<file path="config.mk">
export PLATFORM = sky130hd
export DESIGN_NAME = tri_lcb_seq
export DESIGN_NICKNAME = d
export VERILOG_FILES = /design/src/rtl/tri_lcb_seq_pkg.sv /design/src/rtl/tri_lcb_seq_cnt.sv /design/src/rtl/tri_lcb_seq.sv
export SDC_FILE = /design/constraint.sdc
export NUM_CORES = 1
export LEC_CHECK = 0
export CAP_MARGIN = 40
export CORE_MARGIN = 5
export CORE_UTILIZATION = 43
export CTS_CLUSTER_DIAMETER = 100
export DETAILED_ROUTE_END_ITERATION = 8
export GPL_TIMING_DRIVEN = 0
export PLACE_DENSITY = 0.72
export REMOVE_ABC_BUFFERS = 1
export SYNTH_ARGS = -nofsm -noshare
export SYNTH_HDL_FRONTEND = slang
export SYNTH_SLANG_ARGS = --single-unit
</file>
<file path="constraint.sdc">
create_clock -name clk -period 2.4 [get_ports clk]
set_clock_uncertainty 0.2 [all_clocks]
set_input_delay 0.48 -clock clk [delete_from_list [all_inputs] [get_ports clk]]
set_output_delay 0.48 -clock clk [all_outputs]
set_load 0.1 [all_outputs]
</file>
<file path="src/rtl/tri_lcb_seq_pkg.sv">
// tri_lcb_seq_pkg: shared types for the latch-group hold/reset sequencer.
// Holds the sequencer state encoding (IDLE=0 .. HOLD=4).
package tri_lcb_seq_pkg;

    localparam int unsigned STATE_W = 3;

    typedef enum logic [STATE_W-1:0] {
        ST_IDLE    = 3'd0,
        ST_INIT    = 3'd1,
        ST_RELEASE = 3'd2,
        ST_RUN     = 3'd3,
        ST_HOLD    = 3'd4
    } seq_state_e;

endpackage

</file>
<file path="src/rtl/tri_lcb_seq_cnt.sv">
// tri_lcb_seq_cnt: loadable down-counter that saturates at zero.
// Ports:
//   clk, rst_b  - clock, asynchronous active-low reset
//   load        - load load_val this cycle (has priority over counting)
//   load_val    - value to load
//   zero_c      - combinational flag, current count is zero
module tri_lcb_seq_cnt #(
    parameter int unsigned CNT_WIDTH = 4
) (
    input  logic                 clk,
    input  logic                 rst_b,
    input  logic                 load,
    input  logic [CNT_WIDTH-1:0] load_val,
    output logic                 zero_c
);

    logic [CNT_WIDTH-1:0] cnt_q;
    logic [CNT_WIDTH-1:0] cnt_d;

    // Next count: load, else decrement until zero and stay there
    always_comb begin
        cnt_d = cnt_q;
        if (load) begin
            cnt_d = load_val;
        end else if (cnt_q != '0) begin
            cnt_d = cnt_q - CNT_WIDTH'(1);
        end
    end

    always_ff @(posedge clk or negedge rst_b) begin
        if (!rst_b) begin
            cnt_q <= '0;
        end else begin
            cnt_q <= cnt_d;
        end
    end

    assign zero_c = (cnt_q == '0);

endmodule

</file>
<file path="src/rtl/tri_lcb_seq.sv">
// tri_lcb_seq: hold/reset sequencer for a bank of latch groups.
// A start request runs an INIT_CYCLES sreset pulse, then releases group holds
// one group every STAGGER cycles from group 0 upward; a stop request
// re-asserts holds from the highest released group downward.
// Ports:
//   clk, rst_b  - clock, asynchronous active-low reset
//   start_req   - pulse, begin init + staged release
//   stop_req    - pulse, begin staged hold
//   act_in      - per-group functional act
//   d1clk       - act to each group (gated by its release, combinational)
//   d2clk       - thold_b to each group, 1 = released (registered)
//   sreset      - init-load strobe to each group (registered)
//   start_ack   - pulse, all groups released
//   stop_ack    - pulse, all groups held
//   running     - all groups released
//   busy        - sequence in progress (not IDLE and not RUN)
module tri_lcb_seq
    import tri_lcb_seq_pkg::*;
#(
    parameter int unsigned GROUPS      = 4,
    parameter int unsigned INIT_CYCLES = 4,
    parameter int unsigned STAGGER     = 2,
    parameter int unsigned CNT_WIDTH   = 4
) (
    input  logic              clk,
    input  logic              rst_b,
    input  logic              start_req,
    input  logic              stop_req,
    input  logic [GROUPS-1:0] act_in,
    output logic [GROUPS-1:0] d1clk,
    output logic [GROUPS-1:0] d2clk,
    output logic [GROUPS-1:0] sreset,
    output logic              start_ack,
    output logic              stop_ack,
    output logic              running,
    output logic              busy
);

    localparam logic [CNT_WIDTH-1:0] INIT_LOAD    = CNT_WIDTH'(INIT_CYCLES - 1);
    localparam logic [CNT_WIDTH-1:0] STAGGER_LOAD = CNT_WIDTH'(STAGGER - 1);
    localparam logic [GROUPS-1:0]    MASK_ALL     = '1;
    localparam logic [GROUPS-1:0]    MASK_LSB     = GROUPS'(1);

    seq_state_e           state_q, state_d;
    logic [GROUPS-1:0]    mask_q, mask_d;
    logic [GROUPS-1:0]    sreset_q, sreset_d;
    logic                 start_ack_q, start_ack_d;
    logic                 stop_ack_q, stop_ack_d;
    logic                 running_q, running_d;
    logic                 busy_q, busy_d;
    logic                 pend_q, pend_d;

    logic                 cnt_load;
    logic [CNT_WIDTH-1:0] cnt_val;
    logic                 cnt_zero;

    // Shared counter: INIT length, then spacing between group steps
    tri_lcb_seq_cnt #(
        .CNT_WIDTH (CNT_WIDTH)
    ) u_cnt (
        .clk      (clk),
        .rst_b    (rst_b),
        .load     (cnt_load),
        .load_val (cnt_val),
        .zero_c   (cnt_zero)
    );

    // Next state, release mask and registered-output values
    always_comb begin
        state_d     = state_q;
        mask_d      = mask_q;
        pend_d      = pend_q;
        sreset_d    = '0;
        start_ack_d = 1'b0;
        stop_ack_d  = 1'b0;
        cnt_load    = 1'b0;
        cnt_val     = '0;

        case (state_q)
            ST_IDLE: begin
                pend_d = 1'b0;
                // Stop wins over a simultaneous start
                if (stop_req) begin
                    stop_ack_d = 1'b1;
                end else if (start_req) begin
                    state_d  = ST_INIT;
                    cnt_load = 1'b1;
                    cnt_val  = INIT_LOAD;
                end
            end

            ST_INIT: begin
                sreset_d = MASK_ALL;
                pend_d   = pend_q | stop_req;
                // Counter is already zero on exit, so the next state's first step is immediate
                if (cnt_zero) begin
                    state_d = pend_d ? ST_HOLD : ST_RELEASE;
                end
            end

            ST_RELEASE: begin
                if (stop_req) begin
                    // Hold begins next cycle from whatever is released now
                    pend_d   = 1'b1;
                    state_d  = ST_HOLD;
                    cnt_load = 1'b1;
                    cnt_val  = '0;
                end else if (cnt_zero) begin
                    mask_d   = (mask_q << 1) | MASK_LSB;
                    cnt_load = 1'b1;
                    cnt_val  = STAGGER_LOAD;
                    if (mask_d == MASK_ALL) begin
                        start_ack_d = 1'b1;
                        state_d     = ST_RUN;
                    end
                end
            end

            ST_RUN: begin
                if (stop_req) begin
                    pend_d   = 1'b1;
                    state_d  = ST_HOLD;
                    cnt_load = 1'b1;
                    cnt_val  = '0;
                end
            end

            ST_HOLD: begin
                // Drop the highest released group; an empty mask ends the stop
                if (cnt_zero) begin
                    mask_d = mask_q >> 1;
                    if (mask_d == '0) begin
                        stop_ack_d = 1'b1;
                        pend_d     = 1'b0;
                        state_d    = ST_IDLE;
                    end else begin
                        cnt_load = 1'b1;
                        cnt_val  = STAGGER_LOAD;
                    end
                end
            end

            default: begin
                state_d = ST_IDLE;
                mask_d  = '0;
            end
        endcase

        running_d = (mask_d == MASK_ALL);
        busy_d    = (state_d != ST_IDLE) && (state_d != ST_RUN);
    end

    always_ff @(posedge clk or negedge rst_b) begin
        if (!rst_b) begin
            state_q     <= ST_IDLE;
            mask_q      <= '0;
            sreset_q    <= '0;
            start_ack_q <= 1'b0;
            stop_ack_q  <= 1'b0;
            running_q   <= 1'b0;
            busy_q      <= 1'b0;
            pend_q      <= 1'b0;
        end else begin
            state_q     <= state_d;
            mask_q      <= mask_d;
            sreset_q    <= sreset_d;
            start_ack_q <= start_ack_d;
            stop_ack_q  <= stop_ack_d;
            running_q   <= running_d;
            busy_q      <= busy_d;
            pend_q      <= pend_d;
        end
    end

    // Act passes straight through only to released groups
    assign d1clk     = act_in & mask_q;
    assign d2clk     = mask_q;
    assign sreset    = sreset_q;
    assign start_ack = start_ack_q;
    assign stop_ack  = stop_ack_q;
    assign running   = running_q;
    assign busy      = busy_q;

endmodule

</file>
==> results_dict.tcl, run 1 <==
set metrics [dict create \
    status "complete, no violations" \
    cts-htree-levels 1 \
    post-place-ws_ns -0.06087 \
    synthDistinctLibCells 38 \
    drtIter0Drc 23 \
    max_freq_mhz 442.9 \
    grt_pass1_wl_mm 3.815 \
    synth_xor_xnor_area_share_pct 0.9272 \
    slew_headroom_pct 50.03 \
    fin_crit_ns 2.258 \
    cp.required_ns 2.37 \
    ys_warn_count 0 \
    endpoint_kind "flip-flop" \
    worstPathArrival_ns 2.23 \
    cts_sinks 17 \
    yosysTopAreaCell "dfrtp_1" \
    yosys.area_share.simple_pct 27.28 \
    hold_viol_final 0 \
    synth_top_family_by_area "simple AND/OR/NAND/NOR gates" \
    antenna_found_initial 0 \
    ys_top_cells_by_area "dfrtp_1 (45%), a21oi_1 (4.2%), o21ai_0 (3.2%)" \
    setup_viol 0 \
    rows 17 \
    routedWlPerCell_um 14.49 \
    io_pins 24 \
    grt_max_degree 18 \
    grt_pass1_vias 866 \
    cp-start-kind "flip-flop" \
    synth_seq_cells 17 \
    p_leak_uw 0.0006020 \
    timing.final.max_slew_violations 0 \
    place_hpwl_mm 1.671 \
    synth_compound_area_share_pct 18.68 \
    clkSlewWorstSetupHoldPaths_ns 0.09 \
    dieArea_mm2 0.003234 \
    ir_drop_v 0.0008644 \
    yosysTopAreaCellShare_pct 45.03 \
    remaining_drc_errors 0 \
    antenna_cells 0 \
    post-synth-top-count-cell "dfrtp_1" \
    routed_wl_mm 2.232 \
    ctsLongestPathBuffers 2 \
    syn_avg_cell_area_um2 10.16 \
    synthFlopType "dfrtp_1" \
    gp_congestion 0.7994 \
    clkLatencyLatePin_ns 0.28 \
    postRouteAntennaNets 0 \
    post-route-period-util_pct 94.07 \
    rsz0062_at_grt "false" \
    num_vias 831 \
    maxCapViolations 0 \
    finalNetCount 136 \
    die_w_um 56.87 \
    ys_top_cells_by_count "dfrtp_1 (17), a21oi_1 (8), nor2_1 (8), o21ai_0 (6), inv_1 (5)" \
    synthMuxAreaShare_pct 0 \
    hp-class "flip-flop to flip-flop" \
    core_mm2 0.002148 \
    synth_fa_ha_area_share_pct 1.325 \
    track_usage_pct 14.69 \
    final.setup.worst_slack_ns 0.1422 \
    power_uw 1705 \
    viasPerCell 5.396 \
    drive_gt1_share_pct 23.02 \
    hold_buffers 0 \
    synth-edff-count 0 \
    synth_area_um2 944.7 \
    cts_made_buffers 3 \
    worst_pin_slew_ns 0.7473 \
    firstDrtPassIters 4 \
    p_per_area_mw_per_mm2 1203 \
    io_buffers 23 \
    synth-async-reset-ratio_pct 100.0 \
    crit_type "flip-flop to flip-flop" \
    synthCells 93 \
    root_buffer "clkbuf_4" \
    gr-total-overflow 0 \
    die_h_um 56.87 \
    tritoncts "done" \
    yosysSeqAreaShare_pct 45.03 \
    syn_to_final_growth_pct 50.07 \
    path_max_fanout 7 \
    initial_utilization_pct 43.97 \
]
## routing by layer
layer	share of wire (%)	track usage [%]
met4	0.58	5.960
met5	0	0
met3	6.9	3.678
met1	44	19.15
met2	48	23.10
## cell usage in the layout, fill, tap and decap left out, drive strengths merged, types with 3 or more instances in the layout
cell,instances
and2,5
clkdlybuf4s50,19
o21ai,6
dfrtp,17
buf,16
nor3,3
nor3b,3
a21oi,8
nor2,8
clkbuf,4
inv,5
or3,3
## area by class of cell
cell class	instances	area, um^2
clock buffers	4	26.28
repair buffers	35	450.4
flip-flops and latches	17	425.4
well taps	28	35.03
multi-input cells	65	461.7
inverters	5	18.77
fillers	164	730.7
## worst paths after layout
path	endpoint	from	cells past startpoint	slack (ns)
min	pend_q	pend_q	2	0.40
max in group asynchronous	running	rst_b	1	1.11
min in group asynchronous	busy	rst_b	1	0.43
min reg2reg	pend_q	pend_q	2	0.40
max reg2reg	busy	u_cnt.cnt_q[0]	6	0.14
max	busy	u_cnt.cnt_q[0]	6	0.14
## repair_timing
| item | in CTS | in global routing |
|---|---|---|
| buffers inserted | 0 | 0 |
| gates resized for setup | 4 | 1 |
| setup endpoints to repair | 4 | 1 |
## worst max-delay path, stage by stage (launching register included)
cell	delay, ns
dfrtp_1	0.42
inv_1	0.07
ha_1	0.27
or3b_1	0.41
o21ai_0	0.27
o32ai_1	0.16
or3_1	0.36
## sequential cells by signal, indices dropped and copies added, names as in the netlist
signal and flops:
d2clk 4, sreset 1, pend_q 1, stop_ack 1, start_ack 1, running 1
busy 1, state_q 3, u_cnt.cnt_q 4
## metrics by stage
step / TNS [ns] / std cells / util (%) / hold slack [ns] / area [um^2]
finish: 0 / 154 / 65.99 / 0.3969 / 1418
global route: 0 / 154 / 65.99 / 0.4268 / 1418
CTS: 0 / 154 / 65.70 / 0.3967 / 1411
detailed placement: -0.1760 / 154 / 65.40 / 0.3716 / 1405
global placement: -1.786 / 138 / 54.22 / 0.3367 / 1165
floorplan: -4.210 / 87 / - / -0.01559 / 899.6
## kinds of logic after synthesis
group	count (synthesis)
flops	17
compound gates	26
fa+ha+maj	1
buf+inv	11
simple gates	37
xor+xnor	1
## report_power, final
part	internal [uW]	switching [uW]	leakage, uW
combinational	423	656	0.000364
sequential	367	108	0.000223
clock	64.6	86.2	0.0000150
Power figures use the tool's default switching activity.
==> run 2: changes to the inputs <==
Settings changed: MAX_ROUTING_LAYER from default to met4.
==> run 2 against run 1 <==
Effect of this change: utilization unchanged; cell count unchanged; design area unchanged; worst setup slack about the same; sequential power about the same; highest routed layer unchanged.
==> results_dict.tcl, run 2 (synthesized netlist as in run 1, its figures left out) <==
set metrics [dict create \
    status "complete, no violations" \
    finalNetCount 136 \
    initial_utilization_pct 43.97 \
    io_buffers 23 \
    grt_pass1_vias 866 \
    routed_wl_mm 2.231 \
    remaining_drc_errors 0 \
    setup_viol 0 \
    hold_viol_final 0 \
    worst_pin_slew_ns 0.7473 \
    fin_crit_ns 2.257 \
    ir_drop_v 0.0008642 \
    placed_area_mm2 0.001405 \
    p_int_uw 854.7 \
    post-route-period-util_pct 94.06 \
    p_seq_share_pct 27.9 \
    num_vias 831 \
    clkLatencyLatePin_ns 0.28 \
    n_fill_cell 164 \
    antenna_found_initial 0 \
    maxCapViolations 0 \
    drive_gt1_share_pct 23.02 \
    gr-total-overflow 0 \
    cts_sinks 17 \
    final_cell_mix "clkdlybuf4s50_1 (19), dfrtp_1 (17), buf_8 (12)" \
    grt_pass1_wl_mm 3.815 \
    ctsLongestPathBuffers 2 \
    viasPerCell 5.396 \
    cts_made_buffers 3 \
    p_per_area_mw_per_mm2 1203 \
    antenna_cells 0 \
    cp.required_ns 2.37 \
    core_mm2 0.002148 \
    tns_ns 0 \
    postRouteAntennaNets 0 \
    rows 17 \
    timing.final.max_slew_violations 0 \
    final_common_cell "clkdlybuf4s50_1" \
    rsz0062_at_grt "false" \
    endpoint_kind "flip-flop" \
    gp_congestion 0.8109 \
    root_buffer "clkbuf_4" \
    power.switching_uw 850.5 \
    firstDrtPassIters 4 \
    slew_headroom_pct 50.03 \
    hp-class "flip-flop to flip-flop" \
    p_leak_uw 0.0006020 \
    cp-start-kind "flip-flop" \
    crit_type "flip-flop to flip-flop" \
    final_cell_area_mm2 0.001418 \
    max_freq_mhz 443.0 \
    io_pins 24 \
    place_hpwl_mm 1.671 \
    clkPwrFrac_pct 8.8 \
    die_w_um 56.87 \
    syn_to_final_growth_pct 50.07 \
    dieArea_mm2 0.003234 \
    grt_max_degree 18 \
    die_h_um 56.87 \
    tritoncts "done" \
    clkSlewWorstSetupHoldPaths_ns 0.09 \
    hold_buffers 0 \
    routedWlPerCell_um 14.49 \
    worstPathArrival_ns 2.23 \
    track_usage_pct 15.09 \
    drtIter0Drc 23 \
    cts-htree-levels 1 \
    switching_share_pct 49.88 \
    power_frac_comb_pct 63.3 \
    path_max_fanout 7 \
]
[run 2: cell counts in the layout (fill, tap and decap cells not counted)]
No cell type changed its count.
[run 2: worst max-delay path, stage by stage, from the launching register on]
cell and delay (ns):
dfrtp_1 0.42, inv_1 0.07, ha_1 0.27, or3b_1 0.41
o21ai_0 0.27, o32ai_1 0.16, or3_1 0.36
[run 2: worst paths after layout]
path	cells after the start	slack, ns	end	startpoint
max	6	0.14	busy	u_cnt.cnt_q[0]
min	2	0.40	pend_q	pend_q
max reg2reg	6	0.14	busy	u_cnt.cnt_q[0]
min reg2reg	2	0.40	pend_q	pend_q
max in group asynchronous	1	1.11	d2clk[2]	rst_b
min in group asynchronous	1	0.43	busy	rst_b
[run 2: per-layer routing]
| layer | vias to the layer above | GRT usage, % | part of all wire (%) |
|---|---|---|---|
| met2 | 35 | 23.10 | 48 |
| met3 | 2 | 3.448 | 6.6 |
| met1 | 390 | 19.29 | 45 |
| met4 | 0 | 5.960 | 0.58 |
| li1 | 404 | - | - |
| met5 | - | - | 0 |
[run 2: timing repair]
| action | 4_1_cts | 5_1_grt |
|---|---|---|
| setup buffers | 0 | 0 |
| gates resized for setup | 4 | 1 |
| setup endpoints to repair | 4 | 1 |
| pin swaps | 0 | 0 |
| endpoints found under the hold margin | 0 | 0 |
[run 2: stage by stage]
stage          utilization, %  hold slack [ns]  total power [uW]  std cells  setup slack (ns)
2_1_floorplan               -         -0.01559              1152         87           -0.9496
3_3_place_gp            54.22           0.3367              1350        138           -0.4491
3_5_place_dp            65.40           0.3716              1552        154          -0.06087
4_1_cts                 65.70           0.3967              1706        154           0.09949
5_1_grt                 65.99           0.4268              1805        154          0.004162
6_report                65.99           0.3969              1705        154            0.1426
[run 2: power by group through the flow]
stage               combinational (uW)  clock [uW]  sequential (uW)
floorplan                          315           0              836
global route                      1150         167              490
detailed placement                1080           0              476
CTS                               1080         157              470
finish                            1080         151              475
global placement                   879           0              471
[run 2: area by class of cell]
class	count	area (um^2)	area share, %
multi-input combinational	65	461.7	32.57
timing repair buffer	35	450.4	31.77
sequential	17	425.4	30.01
tap	28	35.03	2.471
clock buffer	4	26.28	1.853
inverter	5	18.77	1.324
==> run 3: changes to the inputs <==
Settings changed: CORE_MARGIN 5 to 1, SKIP_LAST_GASP from default to 1.
==> run 3 against run 2 <==
Effect of this change: sequential power hardly changed; critical path type unchanged; worst setup slack gained 0.0074 ns; critical endpoint is now running; wire length decreased by 2.1%; flip-flop and latch count did not move; utilization rose by 4.1 points; clock power barely moved.
==> results_dict.tcl, run 3 (synthesized netlist as in run 1, its figures left out) <==
set metrics [dict create \
    timing.final.max_slew_violations 0 \
    core_mm2 0.002022 \
    drtIter0Drc 18 \
    cts_made_buffers 3 \
    status "complete, no violations" \
    cts_resized 4 \
    cp.required_ns 2.38 \
    cp-start-kind "flip-flop" \
    num_vias 830 \
    hold_viol_final 0 \
    syn_to_final_growth_pct 49.93 \
    post-place-cells 153 \
    antenna_cells 0 \
    rows 16 \
    hp-class "flip-flop to flip-flop" \
    cp_slowest_cell "dfrtp_1" \
    routed_wl_mm 2.184 \
    max_freq_mhz 444.4 \
    maxCapViolations 0 \
    drive_gt1_share_pct 23.02 \
    hold_buffers 0 \
    gp_congestion 0.8424 \
    path_cells "inv_1 > ha_1 > nor3b_4 > o21ai_0 > a32o_1 > and4_1" \
    io_buffers 23 \
    setup_viol 0 \
    ir_drop_v 0.0009411 \
    tns_ns 0 \
    endpoint_kind "flip-flop" \
    die_h_um 48.87 \
    die_w_um 48.87 \
    clkSlewWorstSetupHoldPaths_ns 0.10 \
    slew_headroom_pct 49.35 \
    remaining_drc_errors 0 \
    gr-total-overflow 0 \
    rsz0062_at_grt "false" \
    dieArea_mm2 0.002388 \
    antenna_found_initial 0 \
    track_usage_pct 21.44 \
    cts_sinks 17 \
    worst-path-buf-inv 1 \
    cp_slowest_stage_delay_ns 0.42 \
    grt_pass1_wl_mm 3.788 \
    power_uw 1708 \
    critical_path.top_delay_family "compound AO/OA/AOI/OAI gates" \
    firstDrtPassIters 4 \
    root_buffer "clkbuf_4" \
    grt_pass1_vias 885 \
    fin_cells 153 \
    clkLatencyLatePin_ns 0.28 \
    cts-htree-levels 1 \
    worstPathArrival_ns 2.23 \
    tritoncts "done" \
    viasPerCell 5.425 \
    cts_setup_buffers 0 \
    initial_utilization_pct 46.72 \
    p_per_area_mw_per_mm2 1206 \
    finalNetCount 136 \
    fin_crit_ns 2.250 \
    postRouteAntennaNets 0 \
    final_common_cell "clkdlybuf4s50_1" \
    whs_ns 0.3701 \
    final_cell_mix "clkdlybuf4s50_1 (19), dfrtp_1 (17), buf_8 (12)" \
    post-route-period-util_pct 93.75 \
    routedWlPerCell_um 14.27 \
    place_hpwl_mm 1.644 \
    crit_type "flip-flop to flip-flop" \
    path_max_fanout 7 \
    grt_max_degree 18 \
    worst_pin_slew_ns 0.7574 \
    p_leak_uw 0.0006020 \
    io_pins 24 \
    ctsLongestPathBuffers 2 \
]
-- run 3: metal layers --
| metal | routed length (um) | global-route usage (%) | vias up | share of wire [%] |
|---|---|---|---|---|
| li1 | - | - | 407 | - |
| met1 | 961 | 24.85 | 384 | 44 |
| met2 | 1064 | 34.95 | 35 | 49 |
| met3 | 127 | 4.050 | 4 | 5.8 |
| met4 | 30 | 11.76 | 0 | 1.4 |
| met5 | 0 | - | - | 0 |
-- run 3: metrics by stage --
stage                     util (%)  area [um^2]  setup slack, ns
after floorplan                  -        899.6          -0.9496
after global placement       57.55         1164          -0.4502
after detailed placement     69.43         1404         -0.08589
after CTS                    69.74         1410           0.1028
after global routing         70.05         1416          0.02004
final                        70.05         1416           0.1500
-- run 3: worst reg2reg max path: cells and delay by family, from the launching register on --
kind | cells | cell delay, ns
flip-flops | 1 | 0.42
AND/OR/NAND/NOR | 2 | 0.53
buffers and inverters | 1 | 0.07
adder cells (fa/ha/maj) | 1 | 0.25
AO/OA/AOI/OAI | 2 | 0.68
-- run 3: area by class of cell --
cell class / instances / area, um^2
clock buffers: 4 / 26.28
fillers: 143 / 605.6
inverters: 5 / 18.77
multi-input cells: 65 / 461.7
flip-flops and latches: 17 / 425.4
well taps: 27 / 33.78
repair buffers: 35 / 450.4
-- run 3: worst paths after layout --
path	startpoint	to	slack, ns	cells after the start
worst max-delay path	u_cnt.cnt_q[0]	running	0.15	6
worst min-delay path	pend_q	pend_q	0.37	2
worst max register to register	u_cnt.cnt_q[0]	running	0.15	6
worst min register to register	pend_q	pend_q	0.37	2
max in group asynchronous	rst_b	stop_ack	1.09	1
min in group asynchronous	rst_b	u_cnt.cnt_q[0]	0.43	1
-- run 3: where the power goes --
part	leakage, uW	internal [uW]	switching, uW
Combinational	0.000364	423	658
Clock	0.0000150	64.5	86.2
Sequential	0.000223	367	109
